File: src/rtl/bcd_clock_pkg.sv
// Shared constants, speed encoding and helpers for the BCD clock with water reminder.
package bcd_clock_pkg;

  localparam int unsigned DIGIT_W = 4;
  localparam int unsigned TIME_W  = 6 * DIGIT_W;

  localparam logic [DIGIT_W-1:0] S0_MAX     = 4'd9;
  localparam logic [DIGIT_W-1:0] S1_MAX     = 4'd5;
  localparam logic [DIGIT_W-1:0] M0_MAX     = 4'd9;
  localparam logic [DIGIT_W-1:0] M1_MAX     = 4'd5;
  localparam logic [DIGIT_W-1:0] H0_MAX     = 4'd9;
  localparam logic [DIGIT_W-1:0] H1_MAX     = 4'd2;
  localparam logic [DIGIT_W-1:0] H0_MAX_H20 = 4'd3;

  typedef enum logic [1:0] {
    SPEED_0 = 2'd0,
    SPEED_1 = 2'd1,
    SPEED_2 = 2'd2,
    SPEED_3 = 2'd3
  } speed_t;

  // Hex digit to active-low segments {g,f,e,d,c,b,a}.
  function automatic logic [6:0] seg7(input logic [DIGIT_W-1:0] d);
    case (d)
      4'h0: seg7 = 7'b1000000;
      4'h1: seg7 = 7'b1111001;
      4'h2: seg7 = 7'b0100100;
      4'h3: seg7 = 7'b0110000;
      4'h4: seg7 = 7'b0011001;
      4'h5: seg7 = 7'b0010010;
      4'h6: seg7 = 7'b0000010;
      4'h7: seg7 = 7'b1111000;
      4'h8: seg7 = 7'b0000000;
      4'h9: seg7 = 7'b0010000;
      4'hA: seg7 = 7'b0001000;
      4'hB: seg7 = 7'b0000011;
      4'hC: seg7 = 7'b1000110;
      4'hD: seg7 = 7'b0100001;
      4'hE: seg7 = 7'b0000110;
      default: seg7 = 7'b0001110;
    endcase
  endfunction

  // {H1,H0,M1,M0,S1,S0} is a legal 24 h time.
  function automatic logic bcd_valid_time(input logic [TIME_W-1:0] t);
    logic [DIGIT_W-1:0] h1, h0, m1, m0, s1, s0;
    {h1, h0, m1, m0, s1, s0} = t;
    bcd_valid_time = (s0 <= S0_MAX) && (s1 <= S1_MAX) &&
                     (m0 <= M0_MAX) && (m1 <= M1_MAX) &&
                     (h0 <= H0_MAX) && (h1 <= H1_MAX) &&
                     ((h1 != H1_MAX) || (h0 <= H0_MAX_H20));
  endfunction

endpackage

File: src/rtl/bcd_tick_gen.sv
// Fractional phase accumulator producing a registered one-cycle seconds tick.
module bcd_tick_gen
  import bcd_clock_pkg::*;
#(
  parameter int unsigned ACC_W = 40,
  parameter int unsigned INC_0 = 21990,
  parameter int unsigned INC_1 = 1319414,
  parameter int unsigned INC_2 = 79164837,
  parameter int unsigned INC_3 = 79164837
) (
  input  logic       clk,
  input  logic       reset,
  input  logic [1:0] i_speed,
  input  logic       i_run,
  output logic       o_tick
);

  logic [ACC_W-1:0] r_acc;
  logic             r_tick;
  logic [ACC_W-1:0] w_inc;
  logic [ACC_W-1:0] w_sum;
  logic             w_carry;

  always_comb begin
    w_inc = ACC_W'(INC_0);
    case (speed_t'(i_speed))
      SPEED_1: w_inc = ACC_W'(INC_1);
      SPEED_2: w_inc = ACC_W'(INC_2);
      SPEED_3: w_inc = ACC_W'(INC_3);
      default: w_inc = ACC_W'(INC_0);
    endcase
  end

  assign {w_carry, w_sum} = {1'b0, r_acc} + {1'b0, w_inc};

  // The accumulator keeps its phase across speed changes and pauses.
  always_ff @(posedge clk or posedge reset) begin
    if (reset) begin
      r_acc  <= '0;
      r_tick <= 1'b0;
    end else begin
      if (i_run) r_acc <= w_sum;
      r_tick <= i_run & w_carry;
    end
  end

  assign o_tick = r_tick;

endmodule

File: src/rtl/bcd_clock_reminder.sv
// HH:MM:SS BCD clock with load check, 12/24 h display and optional reminder.
// Optional feature: define WATER_REMIND_EN to build the elapsed-minutes reminder.
module bcd_clock_reminder
  import bcd_clock_pkg::*;
#(
  parameter int unsigned ACC_W = 40,
  parameter int unsigned INC_0 = 21990,
  parameter int unsigned INC_1 = 1319414,
  parameter int unsigned INC_2 = 79164837,
  parameter int unsigned INC_3 = 79164837
) (
  input  logic              clk,
  input  logic              reset,
  input  logic [1:0]        speed,
  input  logic              run,
  input  logic              hour24,
  input  logic              load,
  input  logic [TIME_W-1:0] load_bcd,
  input  logic [7:0]        remind_min,
  input  logic              remind_ack,
  output logic [TIME_W-1:0] time_bcd,
  output logic [6:0]        hex0,
  output logic [6:0]        hex1,
  output logic [6:0]        hex2,
  output logic [6:0]        hex3,
  output logic [6:0]        hex4,
  output logic [6:0]        hex5,
  output logic              pm,
  output logic              tick,
  output logic              load_err,
  output logic              remind
);

  logic w_tick;

  bcd_tick_gen #(
    .ACC_W(ACC_W), .INC_0(INC_0), .INC_1(INC_1), .INC_2(INC_2), .INC_3(INC_3)
  ) u_tick_gen (
    .clk    (clk),
    .reset  (reset),
    .i_speed(speed),
    .i_run  (run),
    .o_tick (w_tick)
  );

  logic [DIGIT_W-1:0] r_s0, r_s1, r_m0, r_m1, r_h0, r_h1;
  logic               r_load_err;
  logic               w_load_ok;
  logic               w_c_s0, w_c_s1, w_c_m0, w_c_m1, w_hr_wrap;

  assign w_load_ok = bcd_valid_time(load_bcd);
  assign w_c_s0    = (r_s0 == S0_MAX);
  assign w_c_s1    = w_c_s0 && (r_s1 == S1_MAX);
  assign w_c_m0    = w_c_s1 && (r_m0 == M0_MAX);
  assign w_c_m1    = w_c_m0 && (r_m1 == M1_MAX);
  assign w_hr_wrap = (r_h1 == H1_MAX) && (r_h0 == H0_MAX_H20);

  // Digit cascade; a load wins over a same-cycle tick.
  always_ff @(posedge clk or posedge reset) begin
    if (reset) begin
      {r_h1, r_h0, r_m1, r_m0, r_s1, r_s0} <= '0;
      r_load_err <= 1'b0;
    end else begin
      r_load_err <= load & ~w_load_ok;
      if (load) begin
        if (w_load_ok) {r_h1, r_h0, r_m1, r_m0, r_s1, r_s0} <= load_bcd;
      end else if (w_tick) begin
        r_s0 <= w_c_s0 ? '0 : r_s0 + 4'd1;
        if (w_c_s0) r_s1 <= w_c_s1 ? '0 : r_s1 + 4'd1;
        if (w_c_s1) r_m0 <= w_c_m0 ? '0 : r_m0 + 4'd1;
        if (w_c_m0) r_m1 <= w_c_m1 ? '0 : r_m1 + 4'd1;
        if (w_c_m1) begin
          if (w_hr_wrap) begin
            r_h1 <= '0;
            r_h0 <= '0;
          end else if (r_h0 == H0_MAX) begin
            r_h1 <= r_h1 + 4'd1;
            r_h0 <= '0;
          end else begin
            r_h0 <= r_h0 + 4'd1;
          end
        end
      end
    end
  end

  logic [DIGIT_W-1:0] w_disp_h1, w_disp_h0;
  logic               w_pm_hour;

  // 12 h mapping done in BCD: 00 -> 12, 13..19 -> 01..07, 20..23 -> 08..11.
  always_comb begin
    w_pm_hour = (r_h1 == 4'd2) || ((r_h1 == 4'd1) && (r_h0 >= 4'd2));
    w_disp_h1 = r_h1;
    w_disp_h0 = r_h0;
    if (!hour24) begin
      if ({r_h1, r_h0} == 8'h00 || {r_h1, r_h0} == 8'h12) begin
        w_disp_h1 = 4'd1;
        w_disp_h0 = 4'd2;
      end else if (r_h1 == 4'd1 && r_h0 > 4'd2) begin
        w_disp_h1 = 4'd0;
        w_disp_h0 = r_h0 - 4'd2;
      end else if (r_h1 == 4'd2) begin
        w_disp_h1 = (r_h0 < 4'd2) ? 4'd0 : 4'd1;
        w_disp_h0 = (r_h0 < 4'd2) ? r_h0 + 4'd8 : r_h0 - 4'd2;
      end
    end
  end

  assign time_bcd = {r_h1, r_h0, r_m1, r_m0, r_s1, r_s0};
  assign hex0     = seg7(r_s0);
  assign hex1     = seg7(r_s1);
  assign hex2     = seg7(r_m0);
  assign hex3     = seg7(r_m1);
  assign hex4     = seg7(w_disp_h0);
  assign hex5     = seg7(w_disp_h1);
  assign pm       = ~hour24 & w_pm_hour;
  assign tick     = w_tick;
  assign load_err = r_load_err;

`ifdef WATER_REMIND_EN
  logic [DIGIT_W-1:0] r_e0, r_e1;
  logic               r_remind;
  logic [DIGIT_W-1:0] w_e0_nx, w_e1_nx;
  logic               w_rollover, w_match;

  assign w_rollover = w_tick & ~load & w_c_s1;
  assign w_e0_nx    = (r_e0 == 4'd9) ? '0 : r_e0 + 4'd1;
  assign w_e1_nx    = (r_e0 != 4'd9) ? r_e1 : ((r_e1 == 4'd9) ? '0 : r_e1 + 4'd1);
  assign w_match    = (remind_min != 8'h00) && ({w_e1_nx, w_e0_nx} == remind_min);

  // Elapsed-minutes counter; ack beats a match, a valid load only restarts the count.
  always_ff @(posedge clk or posedge reset) begin
    if (reset) begin
      r_e0     <= '0;
      r_e1     <= '0;
      r_remind <= 1'b0;
    end else if (remind_ack) begin
      r_e0     <= '0;
      r_e1     <= '0;
      r_remind <= 1'b0;
    end else if (load && w_load_ok) begin
      r_e0 <= '0;
      r_e1 <= '0;
    end else if (w_rollover) begin
      if (w_match) begin
        r_remind <= 1'b1;
        r_e0     <= '0;
        r_e1     <= '0;
      end else begin
        r_e0 <= w_e0_nx;
        r_e1 <= w_e1_nx;
      end
    end
  end

  assign remind = r_remind;
`else
  logic w_unused_remind;
  assign w_unused_remind = ^{remind_min, remind_ack};
  assign remind          = 1'b0;
`endif

endmodule

File: config.mk
export PLATFORM = sky130hd
export DESIGN_NAME = bcd_clock_reminder
export DESIGN_NICKNAME = d
export VERILOG_FILES = /design/src/rtl/bcd_clock_pkg.sv /design/src/rtl/bcd_tick_gen.sv /design/src/rtl/bcd_clock_reminder.sv
export SDC_FILE = /design/constraint.sdc
export NUM_CORES = 1
export LEC_CHECK = 0
export BUFFER_PORTS_ARGS = -buffer_cell sky130_fd_sc_hd__buf_4
export CORE_ASPECT_RATIO = 1.75
export CORE_MARGIN = 2
export CORE_UTILIZATION = 53
export CTS_BUF_LIST = sky130_fd_sc_hd__clkbuf_4
export CTS_CLUSTER_DIAMETER = 150
export DETAILED_ROUTE_END_ITERATION = 8
export PLACE_DENSITY = 0.88
export SLEW_MARGIN = 0
export SYNTH_ARGS = -nofsm -noshare
export SYNTH_HDL_FRONTEND = slang
export SYNTH_SLANG_ARGS = --single-unit
File: constraint.sdc
create_clock -name clk -period 3.4 [get_ports clk]
set_input_delay 0.68 -clock clk [delete_from_list [all_inputs] [get_ports clk]]
set_output_delay 0.68 -clock clk [all_outputs]
set_load 0.005 [all_outputs]
==> results of run 1 <==
metal layers:
| metal | GRT usage, % | vias up | routed length (µm) |
|---|---|---|---|
| li1 | - | 2878 | - |
| met1 | 30.0 | 3041 | 6690 |
| met2 | 54.1 | 352 | 10600 |
| met3 | 3.36 | 116 | 1330 |
| met4 | 17.9 | 0 | 1310 |
| met5 | 0 | - | 0 |
tightest hold or removal path: cells and delay by family:
kind | cells | cell delay, ns
buffers and inverters | 3 | 0.79
per-stage QoR:
step	instance area (µm²)	setup WS, ns
after floorplan	6030	0.0259
after global placement	7030	0.101
after detailed placement	7030	0.0220
after CTS	7560	-0.154
after global routing	7710	-0.444
final	7710	-0.446
synthesized netlist by cell type (all sizes together) (8+ instances only):
| master | n | area (µm²) |
|---|---|---|
| a21boi | 8 | 63.8 |
| a21oi | 51 | 259 |
| a22o | 14 | 123 |
| a31oi | 8 | 65.1 |
| buf | 12 | 60.1 |
| clkbuf | 28 | 105 |
| dfrtp | 66 | 1650 |
| ha | 52 | 651 |
| inv | 38 | 143 |
| mux2 | 8 | 90.1 |
| mux2i | 17 | 170 |
| nand2 | 60 | 225 |
| nand3 | 21 | 105 |
| nor2 | 72 | 273 |
| nor2b | 11 | 68.8 |
| nor3 | 11 | 55.1 |
| o211ai | 9 | 72.6 |
| o21a | 8 | 60.1 |
| o21ai | 74 | 370 |
| xnor2 | 26 | 228 |
| xor2 | 17 | 149 |
state kept, by name, indices dropped and copies added, names as in the netlist:
register / flops
u_tick_gen.r_acc: 40
r_m1: 4
r_s0: 4
r_s1: 4
r_h1: 4
u_tick_gen.o_tick: 1
load_err: 1
r_h0: 4
r_m0: 4
power breakdown:
part | total (mW) | switching [mW] | leakage [nW] | internal (mW)
clock network | 0.662 | 0.298 | 0.0894 | 0.364
registers | 1.28 | 0.285 | 0.812 | 0.996
logic | 1.73 | 0.920 | 2.53 | 0.814
kinds of logic after synthesis:
group | synth area share [%]
compound gates | 24.3
xor+xnor | 6.25
fa+ha+maj | 11.3
buf+inv | 5.23
flops | 27.4
mux | 6.18
other cells | 0.0622
simple gates | 19.3
layout by cell type, fill, tap and decap left out, types with 6 or more instances in the layout:
| cell | instances |
|---|---|
| a211oi_1 | 6 |
| a21oi_1 | 46 |
| a22o_1 | 14 |
| a31oi_1 | 7 |
| and2_1 | 6 |
| and3_1 | 7 |
| buf_4 | 143 |
| buf_6 | 8 |
| clkbuf_4 | 9 |
| dfrtp_1 | 66 |
| ha_1 | 42 |
| ha_4 | 7 |
| inv_1 | 29 |
| inv_2 | 8 |
| mux2_2 | 8 |
| mux2i_1 | 16 |
| nand2_1 | 59 |
| nand2b_1 | 7 |
| nand3_1 | 21 |
| nand4_1 | 7 |
| nor2_1 | 65 |
| nor2b_1 | 8 |
| nor3_1 | 9 |
| o211ai_1 | 8 |
| o21a_1 | 8 |
| o21ai_0 | 62 |
| o21ai_1 | 9 |
| xnor2_1 | 26 |
| xor2_1 | 17 |
final timing paths:
check / endpoint / cells past startpoint
setup / recovery: hex5[3] / 8
hold / removal: r_s1[1]$_DFFE_PP0P_ / 3
setup reg to reg: r_h1[2]$_DFFE_PP0P_ / 9
hold reg to reg: u_tick_gen.r_acc[38]$_DFFE_PP0P_ / 1
max in group asynchronous: u_tick_gen.r_acc[19]$_DFFE_PP0P_ / 3
min in group clk: r_h0[0]$_DFFE_PP0P_ / 3
repair_timing:
item / in CTS / in global routing
cloned: 1 / 0
buffers inserted: 13 / 7
pin swaps: 16 / 14
setup endpoints to repair: 14 / 14
resized for setup: 60 / 24
layout make-up:
type	count	area [µm²]	area share, %
clock buffer	9	67.6	0.876
clock inverter	6	106	1.38
multi-input combinational	586	4370	56.7
sequential	66	1650	21.4
inverter	40	153	1.98
timing repair buffer	153	1200	15.5
tap	132	165	2.14
==> run_results.csv, run 1 <==
group,metric,value,unit
detailed_routing,avgRoutedWirePerCell,20.1,µm
place,dpl.cell_count,957,
clock_tree,cts_tree,"done",
sta,hold_violations,0,
sta,rsz0062_at_grt,"true",
critical_path,path_class,"reg2out",
final_layout,syn_to_final_growth,28.0,%
floorplanning,dieWidth,84.6,µm
clock_tree,clock_latency,0.44,ns
global_route,grt.total_usage,29.1,%
final_layout,drive_gt1_share,29.0,%
floorplanning,start_util,54.3,%
detailed_routing,drc,0,
global_route,grt_pass1_wl,29200,µm
clock_tree,cts_buffers,9,
clock_tree,cts_buffer_depth,2,
clock_tree,hold_buffers,0,
synth,ys_warn_count,0,
power,powerDensity,477,nW/µm²
place,place_congestion,0.964,
critical_path,crit_path_cell_trace,"buf_4 -> nor3_1 -> nor3_4 -> a221oi_2 -> inv_1 -> ha_2 -> mux4_2 -> buf_6",
synth,syn_nets,825,
power,power,3.68,mW
clock_tree,ctsRootBufferMaster,"clkbuf_4",
status,status,"finished with violations",
floorplanning,die-area,12300,µm²
clock_tree,clk_pin_slew,0.11,ns
final_layout,fillerInstances,768,
critical_path,crit_start,"r_h0[1]$_DFFE_PP0P_",
synth,synth_area,6030,µm²
critical_path,max_stage_delay,0.56,ns
clock_tree,htreeDepth,3,
place,dp_hpwl,12400,µm
synth,ys_seq_area_share,27.4,%
global_route,grt_pass1_vias,6145,
synth,netlist-cell-type-count,75,
final_layout,stdcell_count,992,
power,p_leak,3.43,nW
sta,min_period,3.85,ns
detailed_routing,drt-initial-drc-count,541,
critical_path,timing.rr.start,"r_s1[1]$_DFFE_PP0P_",
power,ir_drop,0.466,mV
final_layout,final_util,69.5,%
final_layout,nets,949,
sta,worst_slack,-0.446,ns
sta,timing.fmax,260,MHz
critical_path,required,2.72,ns
critical_path,arrival,3.17,ns
detailed_routing,vias_per_cell,6.44,
critical_path,crit_slowest_cell,"nor3_1",
critical_path,worstSetupStartpointType,"register",
global_route,grt_max_degree,67,
floorplanning,core_area,11100,µm²
critical_path,end_kind,"primary output",
floorplanning,die_h,145,µm
detailed_routing,totalWireLength,20000,µm
sta,setup_viol,14,
status,violations,"setup timing",
global_route,antenna_found_initial,0,
synth,avgSynthCellArea,8.24,µm²
synth,synth-edff-count,0,
floorplanning,io_pins,110,
final_layout,n_antenna_cell,0,
synth,syn_inst,732,
detailed_routing,drt_pass1_iterations,6,
critical_path,path_max_fanout,7,
job,cap_violations,0,
global_route,grt-ovfl-total,0,
critical_path,crit_family,"simple AND/OR/NAND/NOR gates",
sta,worst_pin_slew,0.851,ns
synth,ys_seq_elements,66,
floorplanning,num_rows,51,
place,portBuffers,99,
sta,slew_headroom,43.3,%
sta,maxSlewViolCount,0,
clock_tree,cts_sinks,66,
sta,fin_crit_sh,113,%
min_path,hold_path.class,"in2async",
critical_path,critPathBufInv,3,
detailed_routing,num_vias,6387,
synth,async_reset_ff_share,100,%
sta,whs,0.488,ns
sta,tns,-4.20,ns
detailed_routing,ant_nets,0,
sta,skew,0.0161,ns
critical_path,rrSetupSlack,0.03,ns
synth,synth-main-ff-cell,"dfrtp_1",
No activity file was read; power rests on OpenSTA's default activity.
==> run 2: changes to the inputs <==
- CORE_UTILIZATION: 53 -> 52
- CTS_BUF_LIST: sky130_fd_sc_hd__clkbuf_4 -> default
- PLACE_DENSITY: 0.88 -> 0.86
==> run 2 against run 1 <==
  * The run still ends with setup timing left
  * Sequential power about the same
  * Global-route usage decreased by 2.1 points
  * First-iteration DRC count decreased by 38%
  * Core utilization decreased by 2.4 points
  * Via count decreased by 6.3%
  * Critical path depth increased by 2
  * Wire length decreased by 14%
  * Combinational power about the same
  * Clock power increased by 29%
  * Count of clock-buffer cells in the layout increased by 1
  * Critical path type unchanged
  * Critical endpoint unchanged
  * Largest cell class unchanged
==> run_results.csv, run 2 (synthesized netlist as in run 1, its figures left out) <==
group,metric,value,unit
status,status,"finished with violations",
status,violations,"setup timing",
power,p_sw_share,40.1,%
clock_tree,htreeDepth,3,
detailed_routing,num_vias,5985,
critical_path,path_class,"reg2out",
place,dpl.cell_count,966,
final_layout,largest_reg_flops,40,
critical_path,arrival,2.88,ns
clock_tree,ctsRootBufferMaster,"clkbuf_16",
clock_tree,cts_buffer_depth,2,
place,place_area,7090,µm²
place,dp_slack,-0.0270,ns
floorplanning,core_area,11500,µm²
sta,skew,0.00616,ns
detailed_routing,ant_nets,0,
job,cap_violations,0,
final_layout,n_antenna_cell,0,
detailed_routing,totalWireLength,17300,µm
final_layout,final_common_cell,"buf_4",
sta,slew_headroom,20.6,%
sta,maxSlewViolCount,0,
power,clkPwrFrac,22.2,%
sta,setup_viol,10,
final_layout,fillerInstances,874,
floorplanning,die_h,146,µm
detailed_routing,drt-initial-drc-count,334,
detailed_routing,drt_pass1_iterations,5,
sta,fin_crit_sh,105,%
sta,worst_pin_slew,1.18,ns
power,pwr-share-comb,44.3,%
floorplanning,num_rows,52,
sta,worst_slack,-0.156,ns
power,power,3.84,mW
critical_path,worstSetupStartpointType,"register",
floorplanning,die-area,12500,µm²
global_route,antenna_found_initial,0,
power,ir_drop,0.516,mV
detailed_routing,vias_per_cell,6.03,
floorplanning,io_pins,110,
critical_path,end_kind,"primary output",
critical_path,path_max_fanout,4,
global_route,grt_max_degree,36,
power,cellInternalPower,2.30,mW
final_layout,design_area,7680,µm²
power,powerDensity,500,nW/µm²
final_layout,syn_to_final_growth,27.4,%
sta,timing.fmax,281,MHz
global_route,grt_pass1_wl,27400,µm
sta,whs,0.459,ns
final_layout,stdcell_count,992,
final_layout,final_cell_mix,"142 x buf_4, 68 x nor2_1, 65 x dfrtp_1",
min_path,hold_path.class,"in2async",
final_layout,final_util,67.1,%
place,place_congestion,0.965,
final_layout,nets,945,
clock_tree,cts_tree,"done",
final_layout,drive_gt1_share,27.2,%
clock_tree,clock_latency,0.34,ns
clock_tree,clk_pin_slew,0.06,ns
detailed_routing,drc,0,
floorplanning,start_util,52.7,%
floorplanning,dieWidth,85.4,µm
power,p_leak,3.43,nW
global_route,grt.total_usage,26.9,%
clock_tree,cts_buffers,9,
final_layout,top_register,"u_tick_gen.r_acc",
sta,tns,-0.772,ns
place,portBuffers,99,
clock_tree,cts_sinks,66,
global_route,grt_pass1_vias,5982,
critical_path,required,2.72,ns
power,p_seq_share,33.6,%
power,power.switching,1.54,mW
place,dp_hpwl,12500,µm
detailed_routing,avgRoutedWirePerCell,17.4,µm
sta,hold_violations,0,
sta,rsz0062_at_grt,"true",
global_route,grt-ovfl-total,0,
sta,min_period,3.56,ns
-- run 2: layout make-up --
cell class | instances | area (µm²) | area share [%]
Clock buffer | 10 | 229 | 2.98
Multi-Input combinational cell | 586 | 4280 | 55.8
Sequential cell | 66 | 1650 | 21.5
Inverter | 40 | 153 | 1.99
Clock inverter | 6 | 42.5 | 0.554
Tap cell | 135 | 169 | 2.20
Timing Repair Buffer | 149 | 1150 | 15.0
-- run 2: metal layers --
layer  wire [µm]  global-route usage (%)  up-vias
met4         556                    12.2        0
met3         711                    3.62       49
met1        6170                    27.1     2873
met5           0                       0        -
li1            -                       -     2870
met2        9820                    52.7      193
-- run 2: power by group through the flow --
stage                     combinational (mW)  clock (mW)  sequential, mW
after CTS                               1.68       0.863            1.28
after floorplan                         1.27           0            1.17
after global routing                    1.88       0.904            1.32
final                                   1.70       0.851            1.29
after global placement                  1.60           0            1.28
after detailed placement                1.65           0            1.29
-- run 2: what timing repair did --
| item | CTS | global route |
|---|---|---|
| setup endpoints to repair | 14 | 13 |
| hold buffers | 0 | 0 |
| gates resized for setup | 35 | 24 |
| setup buffers | 8 | 1 |
| gates cloned | 1 | 0 |
| pin swaps | 11 | 6 |
-- run 2: path summary, 6_finish.rpt --
kind | endpoint | depth (start not counted) | start | slack (ns)
worst max-delay path | hex5[3] | 10 | r_h1[0]$_DFFE_PP0P_ | -0.16
worst min-delay path | r_s1[1]$_DFFE_PP0P_ | 2 | reset | 0.46
worst max register to register | r_m0[1]$_DFFE_PP0P_ | 7 | r_s0[1]$_DFFE_PP0P_ | 0.41
worst min register to register | u_tick_gen.r_acc[39]$_DFFE_PP0P_ | 1 | u_tick_gen.r_acc[39]$_DFFE_PP0P_ | 0.49
max in group asynchronous | u_tick_gen.r_acc[27]$_DFFE_PP0P_ | 3 | reset | 2.31
min in group clk | u_tick_gen.r_acc[39]$_DFFE_PP0P_ | 1 | u_tick_gen.r_acc[39]$_DFFE_PP0P_ | 0.49
-- run 2: critical path, stage by stage, from the launching register on --
cell and delay, ns:
dfrtp_2 0.45, ha_4 0.18, nor3b_4 0.15, a21boi_4 0.15, o21bai_4 0.22, nor3b_2 0.33
inv_2 0.14, ha_4 0.29, inv_2 0.03, mux4_2 0.46, buf_6 0.13
==> run 3: changes to the inputs <==
- SYNTH_HIERARCHICAL: default -> 1
==> run 3 against run 2 <==
  * The run now ends clean
  * Power rose by 8.9%
  * First-iteration DRC count rose by 42%
  * Sequential share of layout area rose by 0.50 points
  * Final area fell by 2.1%
==> run_results.csv, run 3 <==
group,metric,value,unit
final_layout,largest_reg_flops,40,
power,pwr-share-comb,48.7,%
power,ir_drop,0.490,mV
sta,slew_headroom,32.8,%
floorplanning,io_pins,110,
sta,min_period,3.40,ns
sta,skew,0.00526,ns
global_route,grt_max_degree,49,
critical_path,arrival,2.72,ns
place,place_congestion,0.977,
power,cellInternalPower,2.50,mW
place,dp_slack,0.0688,ns
critical_path,end_kind,"primary output",
final_layout,nets,922,
clock_tree,cts_buffer_depth,2,
critical_path,max_stage_delay,0.46,ns
synth,synth-main-ff-cell,"dfrtp_1",
floorplanning,start_util,53.2,%
critical_path,worstSetupStartpointType,"register",
detailed_routing,num_vias,5968,
critical_path,timing.rr.end,"u_tick_gen/r_acc[26]$_DFFE_PP0P_",
critical_path,crit_slowest_cell,"mux4_2",
clock_tree,cts_buffers,9,
synth,synth_top_area_share,26.9,%
critical_path,required,2.72,ns
synth,syn_nets,820,
synth,async_reset_ff_share,100,%
synth,ys_seq_area_share,26.9,%
power,p_sw_share,40.3,%
min_path,holdPathStages,1,
final_layout,top_register,"u_tick_gen/r_acc",
sta,maxSlewViolCount,0,
synth,ys_seq_elements,66,
detailed_routing,totalWireLength,17200,µm
detailed_routing,ant_nets,0,
synth,synth_area_leaders,"dfrtp_1 27%, ha_1 12%, nand2_1 3.8%",
global_route,antenna_found_initial,0,
clock_tree,clock_latency,0.33,ns
global_route,grt_pass1_vias,5856,
synth,synth-edff-count,0,
power,power.switching,1.69,mW
final_layout,stdcell_count,962,
synth,synth_area,6130,µm²
detailed_routing,vias_per_cell,6.20,
synth,synth.largest_area_cell,"dfrtp_1",
critical_path,path_max_fanout,4,
sta,hold_violations,0,
place,dp_hpwl,12300,µm
sta,timing.fmax,294,MHz
final_layout,final_cell_mix,"132 x buf_4, 62 x nand2_1, 62 x dfrtp_1",
critical_path,critPathMostFrequentCell,"inv_2",
synth,netlist-cell-type-count,79,
critical_path,rrSetupSlack,0.71,ns
global_route,grt-ovfl-total,0,
min_path,hold_path.class,"reg2reg",
sta,whs,0.477,ns
power,power,4.18,mW
place,place_area,7000,µm²
status,status,"finished clean",
place,dpl.cell_count,931,
synth,ys_warn_count,6,
sta,rsz0062_at_grt,"true",
global_route,grt.total_usage,26.5,%
detailed_routing,avgRoutedWirePerCell,17.8,µm
floorplanning,die_h,148,µm
sta,worst_slack,0.000966,ns
final_layout,drive_gt1_share,26.0,%
critical_path,timing.rr.start,"u_tick_gen/r_acc[0]$_DFFE_PP0P_",
clock_tree,clk_pin_slew,0.06,ns
synth,ys_top_cells_by_count,"66 x dfrtp_1, 62 x nand2_1, 59 x ha_1",
final_layout,final_common_cell,"buf_4",
sta,worst_pin_slew,1.01,ns
min_path,hp-start,"u_tick_gen/r_acc[37]$_DFFE_PP0P_",
clock_tree,cts_sinks,66,
clock_tree,htreeDepth,3,
final_layout,syn_to_final_growth,22.8,%
detailed_routing,drt-initial-drc-count,474,
job,cap_violations,0,
global_route,grt_pass1_wl,27300,µm
final_layout,n_antenna_cell,0,
power,p_seq_share,30.4,%
min_path,min_to,"u_tick_gen/r_acc[37]$_DFFE_PP0P_",
floorplanning,die-area,12700,µm²
floorplanning,core_area,11500,µm²
sta,fin_crit_sh,100,%
floorplanning,num_rows,52,
clock_tree,ctsRootBufferMaster,"clkbuf_16",
sta,setup_viol,0,
critical_path,worstRegToRegCells,10,
critical_path,crit_path_cell_trace,"inv_2 -> ha_4 -> a2111o_1 -> nand3_2 -> a22o_1 -> inv_2 -> ha_4 -> inv_2 -> mux4_2 -> buf_6",
detailed_routing,drc,0,
synth,avgSynthCellArea,8.51,µm²
floorplanning,dieWidth,86.1,µm
clock_tree,cts_tree,"done",
power,p_leak,3.43,nW
power,powerDensity,556,nW/µm²
place,portBuffers,99,
synth,syn_inst,720,
detailed_routing,drt_pass1_iterations,5,
synth,synthMostInstantiatedCell,"dfrtp_1",
critical_path,path_class,"reg2out",
final_layout,design_area,7530,µm²
power,clkPwrFrac,20.9,%
run 3: final cells by class:
cell class | count | area, µm²
multi-input combinational | 567 | 4240
fill | 933 | 3990
sequential | 66 | 1660
timing repair buffer | 134 | 1010
clock buffer | 11 | 253
tap | 135 | 169
inverter | 44 | 165
clock inverter | 5 | 28.8
run 3: power groups by stage:
stage | clock network (mW) | registers, mW | logic [mW]
2_1_floorplan | 0 | 1.19 | 1.50
3_5_place_dp | 0 | 1.27 | 1.95
5_1_grt | 0.919 | 1.30 | 2.25
3_3_place_gp | 0 | 1.26 | 1.89
6_report | 0.875 | 1.27 | 2.04
4_1_cts | 0.883 | 1.26 | 1.98
run 3: stage by stage:
step / util [%] / TNS (ns)
finish: 65.4 / 0
global route: 65.4 / -0.455
CTS: 63.9 / 0
detailed placement: 60.8 / 0
global placement: 60.8 / 0
floorplan: - / 0
run 3: worst max path at each step:
| stage | start | end | slack (ns) | cells past startpoint |
|---|---|---|---|---|
| 6_report | r_h1[0]$_DFFE_PP0P_ | hex5[3] | 0.001 | 10 |
| 5_1_grt | r_h1[0]$_DFFE_PP0P_ | hex5[3] | -0.10 | 10 |
| 4_1_cts | r_h1[1]$_DFFE_PP0P_ | hex5[3] | 0.01 | 9 |
| 3_5_place_dp | hour24 | hex5[3] | 0.07 | 8 |
| 3_3_place_gp | hour24 | hex5[3] | 0.10 | 8 |
| 2_1_floorplan | hour24 | hex4[4] | 0.33 | 7 |
run 3: kinds of logic (layout without fill, tap and decap cells):
logic type	Yosys count	after routing	share of synthesized area, %
AO/OA/AOI/OAI	215	215	24.6
multiplexers	33	33	6.29
flip-flops	66	66	26.9
adder cells (fa/ha/maj)	60	60	12.4
buffers and inverters	87	194	5.78
AND/OR/NAND/NOR	223	223	18.9
other	1	1	0.0612
XOR/XNOR	35	35	5.00
run 3: repair_timing:
item	CTS	global route
pin swaps	5	10
setup endpoints to repair	10	8
gates resized for setup	12	18
hold buffers	0	0
setup buffers	3	12
run 3: critical path, delay by kind of cell, from the launching register on:
kind	cells	cell delay [ns]
AO/OA/AOI/OAI	2	0.63
flip-flops	1	0.39
adder cells (fa/ha/maj)	2	0.44
buffers and inverters	4	0.32
AND/OR/NAND/NOR	1	0.14
multiplexers	1	0.46
run 3: routing by layer:
metal / wire, µm / GRT usage (%)
met1: 6290 / 28.5
met2: 9440 / 49.2
met3: 833 / 3.74
met4: 588 / 13.1
met5: 0 / 0
